File: config.mk
export PLATFORM = sky130hd
export DESIGN_NAME = pellet_loader
export DESIGN_NICKNAME = d
export VERILOG_FILES = /design/src/rtl/pellet_loader.sv
export SDC_FILE = /design/constraint.sdc
export NUM_CORES = 1
export LEC_CHECK = 0
export CAP_MARGIN = 20
export CORE_MARGIN = 2
export CORE_UTILIZATION = 30
export CTS_CLUSTER_SIZE = 28
export DETAILED_ROUTE_END_ITERATION = 16
export PLACE_DENSITY = 0.56
export SETUP_SLACK_MARGIN = 0.4
export SYNTH_ARGS = -nofsm -noshare
export SYNTH_HDL_FRONTEND = slang
export SYNTH_SLANG_ARGS = --single-unit
File: constraint.sdc
create_clock -name Clk -period 3 [get_ports Clk]
set_input_delay 0.6 -clock Clk [delete_from_list [all_inputs] [get_ports Clk]]
set_output_delay 0.6 -clock Clk [all_outputs]
set_load 0.03 [all_outputs]
File: src/rtl/pellet_loader.sv
// pellet_loader: streams the level layout ROM into the tile RAM and tracks remaining pellets.
// Ports: Clk/Reset_n (async active-low); start requests a level load (IDLE only);
//   pellet_eaten is a one-cycle eat pulse; layout_addr/layout_data form the ROM
//   read port (1-cycle latency); ram_addr/ram_din/ram_we form the tile RAM write
//   port; busy marks ownership of that port; done pulses at load end;
//   pellets_left counts remaining pellets; level_clear flags an eaten-out level.
module pellet_loader #(
  parameter int TILES = 868,
  parameter int ADDR_W = 10,
  parameter int DATA_W = 9,
  parameter logic [DATA_W-1:0] REG_PELLET = 9'h063,
  parameter logic [DATA_W-1:0] POWER_PELLET = 9'h062
) (
  input  logic              Clk,
  input  logic              Reset_n,
  input  logic              start,
  input  logic              pellet_eaten,
  output logic [ADDR_W-1:0] layout_addr,
  input  logic [DATA_W-1:0] layout_data,
  output logic [ADDR_W-1:0] ram_addr,
  output logic [DATA_W-1:0] ram_din,
  output logic              ram_we,
  output logic              busy,
  output logic              done,
  output logic [ADDR_W-1:0] pellets_left,
  output logic              level_clear
);
  typedef enum logic [1:0] {IDLE, LOAD, DRAIN, DONE} state_t;
  localparam logic [ADDR_W-1:0] LAST = ADDR_W'(TILES - 1);
  state_t state, next;
  logic [ADDR_W-1:0] rd_addr, addr_q;
  logic valid_q, loaded, go, is_pellet;
  always_ff @(posedge Clk or negedge Reset_n)
    if (!Reset_n) state <= IDLE;
    else state <= next;
  always_comb begin
    next = state == IDLE  ? (start ? LOAD : IDLE) :
           state == LOAD  ? (rd_addr == LAST ? DRAIN : LOAD) :
           state == DRAIN ? DONE : IDLE;
    go = state == IDLE && start;
    busy = state == LOAD || state == DRAIN;
    done = state == DONE;
    layout_addr = state == LOAD ? rd_addr : '0;
    level_clear = state == IDLE && loaded && pellets_left == '0;
  end
  // ROM data arrives one cycle after its address, so the write side is driven
  // from the delayed address/valid pair; outputs are forced to 0 when idle.
  assign ram_we = valid_q;
  assign ram_addr = valid_q ? addr_q : '0;
  assign ram_din = valid_q ? layout_data : '0;
  assign is_pellet = layout_data == REG_PELLET || layout_data == POWER_PELLET;
  always_ff @(posedge Clk or negedge Reset_n)
    if (!Reset_n) begin
      rd_addr <= '0;
      addr_q <= '0;
      valid_q <= 1'b0;
      loaded <= 1'b0;
      pellets_left <= '0;
    end else begin
      rd_addr <= state == LOAD ? rd_addr + ADDR_W'(1) : '0;
      addr_q <= rd_addr;
      valid_q <= state == LOAD;
      loaded <= go ? 1'b0 : state == DONE ? 1'b1 : loaded;
      // start beats a same-cycle eat; eats are only honoured in IDLE.
      pellets_left <= go ? '0 :
                      valid_q && is_pellet ? pellets_left + ADDR_W'(1) :
                      state == IDLE && pellet_eaten && pellets_left != '0 ? pellets_left - ADDR_W'(1) :
                      pellets_left;
    end
endmodule

==> metrics.yaml <==
slew_violations: 0
grt_max_degree: 35
fin_crit_sh_pct: 101
ir_drop_mv: 0.311
avgSynthCellArea_um2: 10.1
worst_ep_required_time_ps: 3190
fmax_mhz: 331
insertion_delay_ps: 290
grt_pass1_vias: 1597
pin_count: 56
p_leak_nw: 1.40
initialDrtViolationCount: 57
hold_viol_final: 0
core_area_um2: 6310
cts_hold_buf: 0
drt_pre_antenna_iters: 4
rows: 29
powerDensity_nw_per_um2: 502
rsz0062_at_grt: "true"
setup_ws_ps: -24.8
slew_headroom_pct: 70.3
max-cap-violations: 0
yosysSeqAreaShare_pct: 43.5
ant_nets: 0
grt_first_pass_wirelength_mm: 7.81
n_antenna_cell: 0
ctsHtreeMaxLevel: 2
yosysWarnings: 0
grt_antenna_before_repair: 0
routed_wl_mm: 4.80
hold_ws_ps: 467
io_buffers: 55
cts.sinks: 34
layout_min_cycle_time_ps: 3020
status: "finished, violations left"
start_util_pct: 31.0
detailed_place_hpwl_mm: 3.39
clk_pin_slew_ps: 80
ctsRootBufferMaster: "clkbuf_8"
power.total_mw: 1.50
die_w_um: 84.7
grt_use_total_pct: 13.6
syn_area_um2: 1960
finalSetupViolCount: 2
cts.path.max_buffers: 2
final_core_util_pct: 47.2
violations: "setup timing"
final_nets: 302
syn_to_final_growth_pct: 52.3
wl_per_cell_um: 13.6
via_per_inst: 4.73
cp-end-kind: "register"
gp_congestion: 0.762
arrival_ps: 3210
dieArea_um2: 7180
setup_tns_ps: -48.4
drc_errors: 0
cts_tree: "yes"
grt_overflow: 0
die_y_um: 84.7
hold_path.class: "reg -> reg"
synth_seq_cells: 34
pre_cts_ws_ps: -718
cp-start-kind: "input pin"
tightest_slew_ps: 445
ys_types: 40
synth_fp_nets: 221
numCtsBuffers: 5
drive_gt1_share_pct: 21.4
critPathKind: "in -> reg"
num_vias: 1668
cp_max_fo: 5
finalClockSkew_ps: 5.08
synth_cells: 194
cells by family (layout without fill, tap and decap cells):
logic type | Yosys count | after routing | share of synthesized area [%]
DFF | 34 | 34 | 43.5
muxes | 1 | 1 | 0.576
xor gates and xnor gates | 14 | 14 | 6.27
and+or+nand+nor | 88 | 88 | 24.8
buffers and inverters | 11 | 93 | 3.13
AOI/OAI and AO/OA | 32 | 32 | 12.3
adders and majority gates | 14 | 14 | 9.34
layout by cell type, fill, tap and decap left out, drive strengths merged, types with 5 or more instances in the layout:
| cell | count |
|---|---|
| clkdlybuf4s50 | 43 |
| and2 | 40 |
| dfrtp | 34 |
| buf | 29 |
| nand2 | 16 |
| ha | 13 |
| nor2 | 11 |
| xnor2 | 8 |
| nand3 | 7 |
| dlymetal6s2s | 7 |
| xor2 | 6 |
| o21ai | 6 |
| a21oi | 6 |
| clkbuf | 5 |
| o31ai | 5 |
final cells by class:
class                           instances  area, um^2
Inverter                                4        15.0
Clock inverter                          3        68.8
Timing Repair Buffer                   81         764
Multi-Input combinational cell        149        1110
Fill cell                             637        3330
Clock buffer                            5        68.8
Tap cell                               77        96.3
Sequential cell                        34         851
worst max-delay path, stage by stage:
cell	delay (ps)
buf_6	90
or4_4	510
or4_4	450
buf_4	180
ha_4	230
a21o_1	190
a21oi_2	180
a21oi_2	90
o21a_1	210
a211o_1	270
a31o_1	210
synth_stat cells, drive strengths merged:
cell type  count  share of area, %
inv            3              0.58
clkbuf         4              0.77
nand2         16               3.1
o21a           3               1.2
ha            13               8.3
xnor2          8               3.6
nand3b         1              0.38
and3           2              0.64
nor2b          2              0.64
o41ai          1              0.83
a21boi         1              0.38
nor3           3              0.77
buf            3               1.6
fa             1               1.0
a21oi          6               1.5
clkinv         1              0.19
o31ai          5               2.7
a211oi         2              0.77
a211o          1              0.45
xor2           6               2.7
o21ai          6               1.5
a221o          1              0.51
nor2          11               2.2
dfrtp         34                44
nand4b         1              0.45
a22o           2              0.90
nand3          7               1.8
a31o           1              0.45
or4b           1              0.51
a21o           3               1.2
and2          40                13
or4            2              0.77
mux2           1              0.58
nor4           2              0.64
what timing repair did:
item / 4_1_cts / 5_1_grt
hold endpoints to repair: 0 / 0
buffers inserted: 3 / 1
setup endpoints to repair: 11 / 12
gates cloned: 1 / 0
gates resized for setup: 19 / 14
pin swaps: 12 / 4
power by group:
group | switching [mW] | leakage, nW | internal [mW]
Clock | 0.183 | 0.0683 | 0.333
Sequential | 0.0280 | 0.425 | 0.475
Combinational | 0.226 | 0.903 | 0.250
final timing paths:
check                               start               to  slack [ps]  cells past startpoint
min in group asynchronous         Reset_n  pellets_left[6]         710                      2
min                            rd_addr[1]        addr_q[1]         470                      0
max                        layout_data[2]  pellets_left[9]         -20                     11
min reg2reg                    rd_addr[1]        addr_q[1]         470                      0
max reg2reg                        ram_we  pellets_left[9]         380                     10
max in group asynchronous         Reset_n        addr_q[8]        1970                      2
registers in the layout (all words and copies together), names as in the netlist, named ones only:
name / cells
addr_q: 10
loaded: 1
pellets_left: 10
ram_we: 1
rd_addr: 10
state: 1
stage by stage:
step | area [um^2] | instances
3_3_place_gp | 2750 | 340
6_report | 2980 | 353
3_5_place_dp | 2750 | 340
4_1_cts | 2940 | 352
5_1_grt | 2980 | 353
2_1_floorplan | 2000 | 194
metal layers:
| layer | vias to the layer above | GRT usage [%] | part of all wire, % |
|---|---|---|---|
| met3 | 7 | 3.44 | 5.0 |
| met1 | 790 | 18.8 | 48 |
| met5 | - | 0 | 0 |
| met4 | 0 | 5.19 | 1.6 |
| li1 | 823 | - | - |
| met2 | 48 | 20.7 | 45 |
No activity file was read; power rests on OpenSTA's default activity.
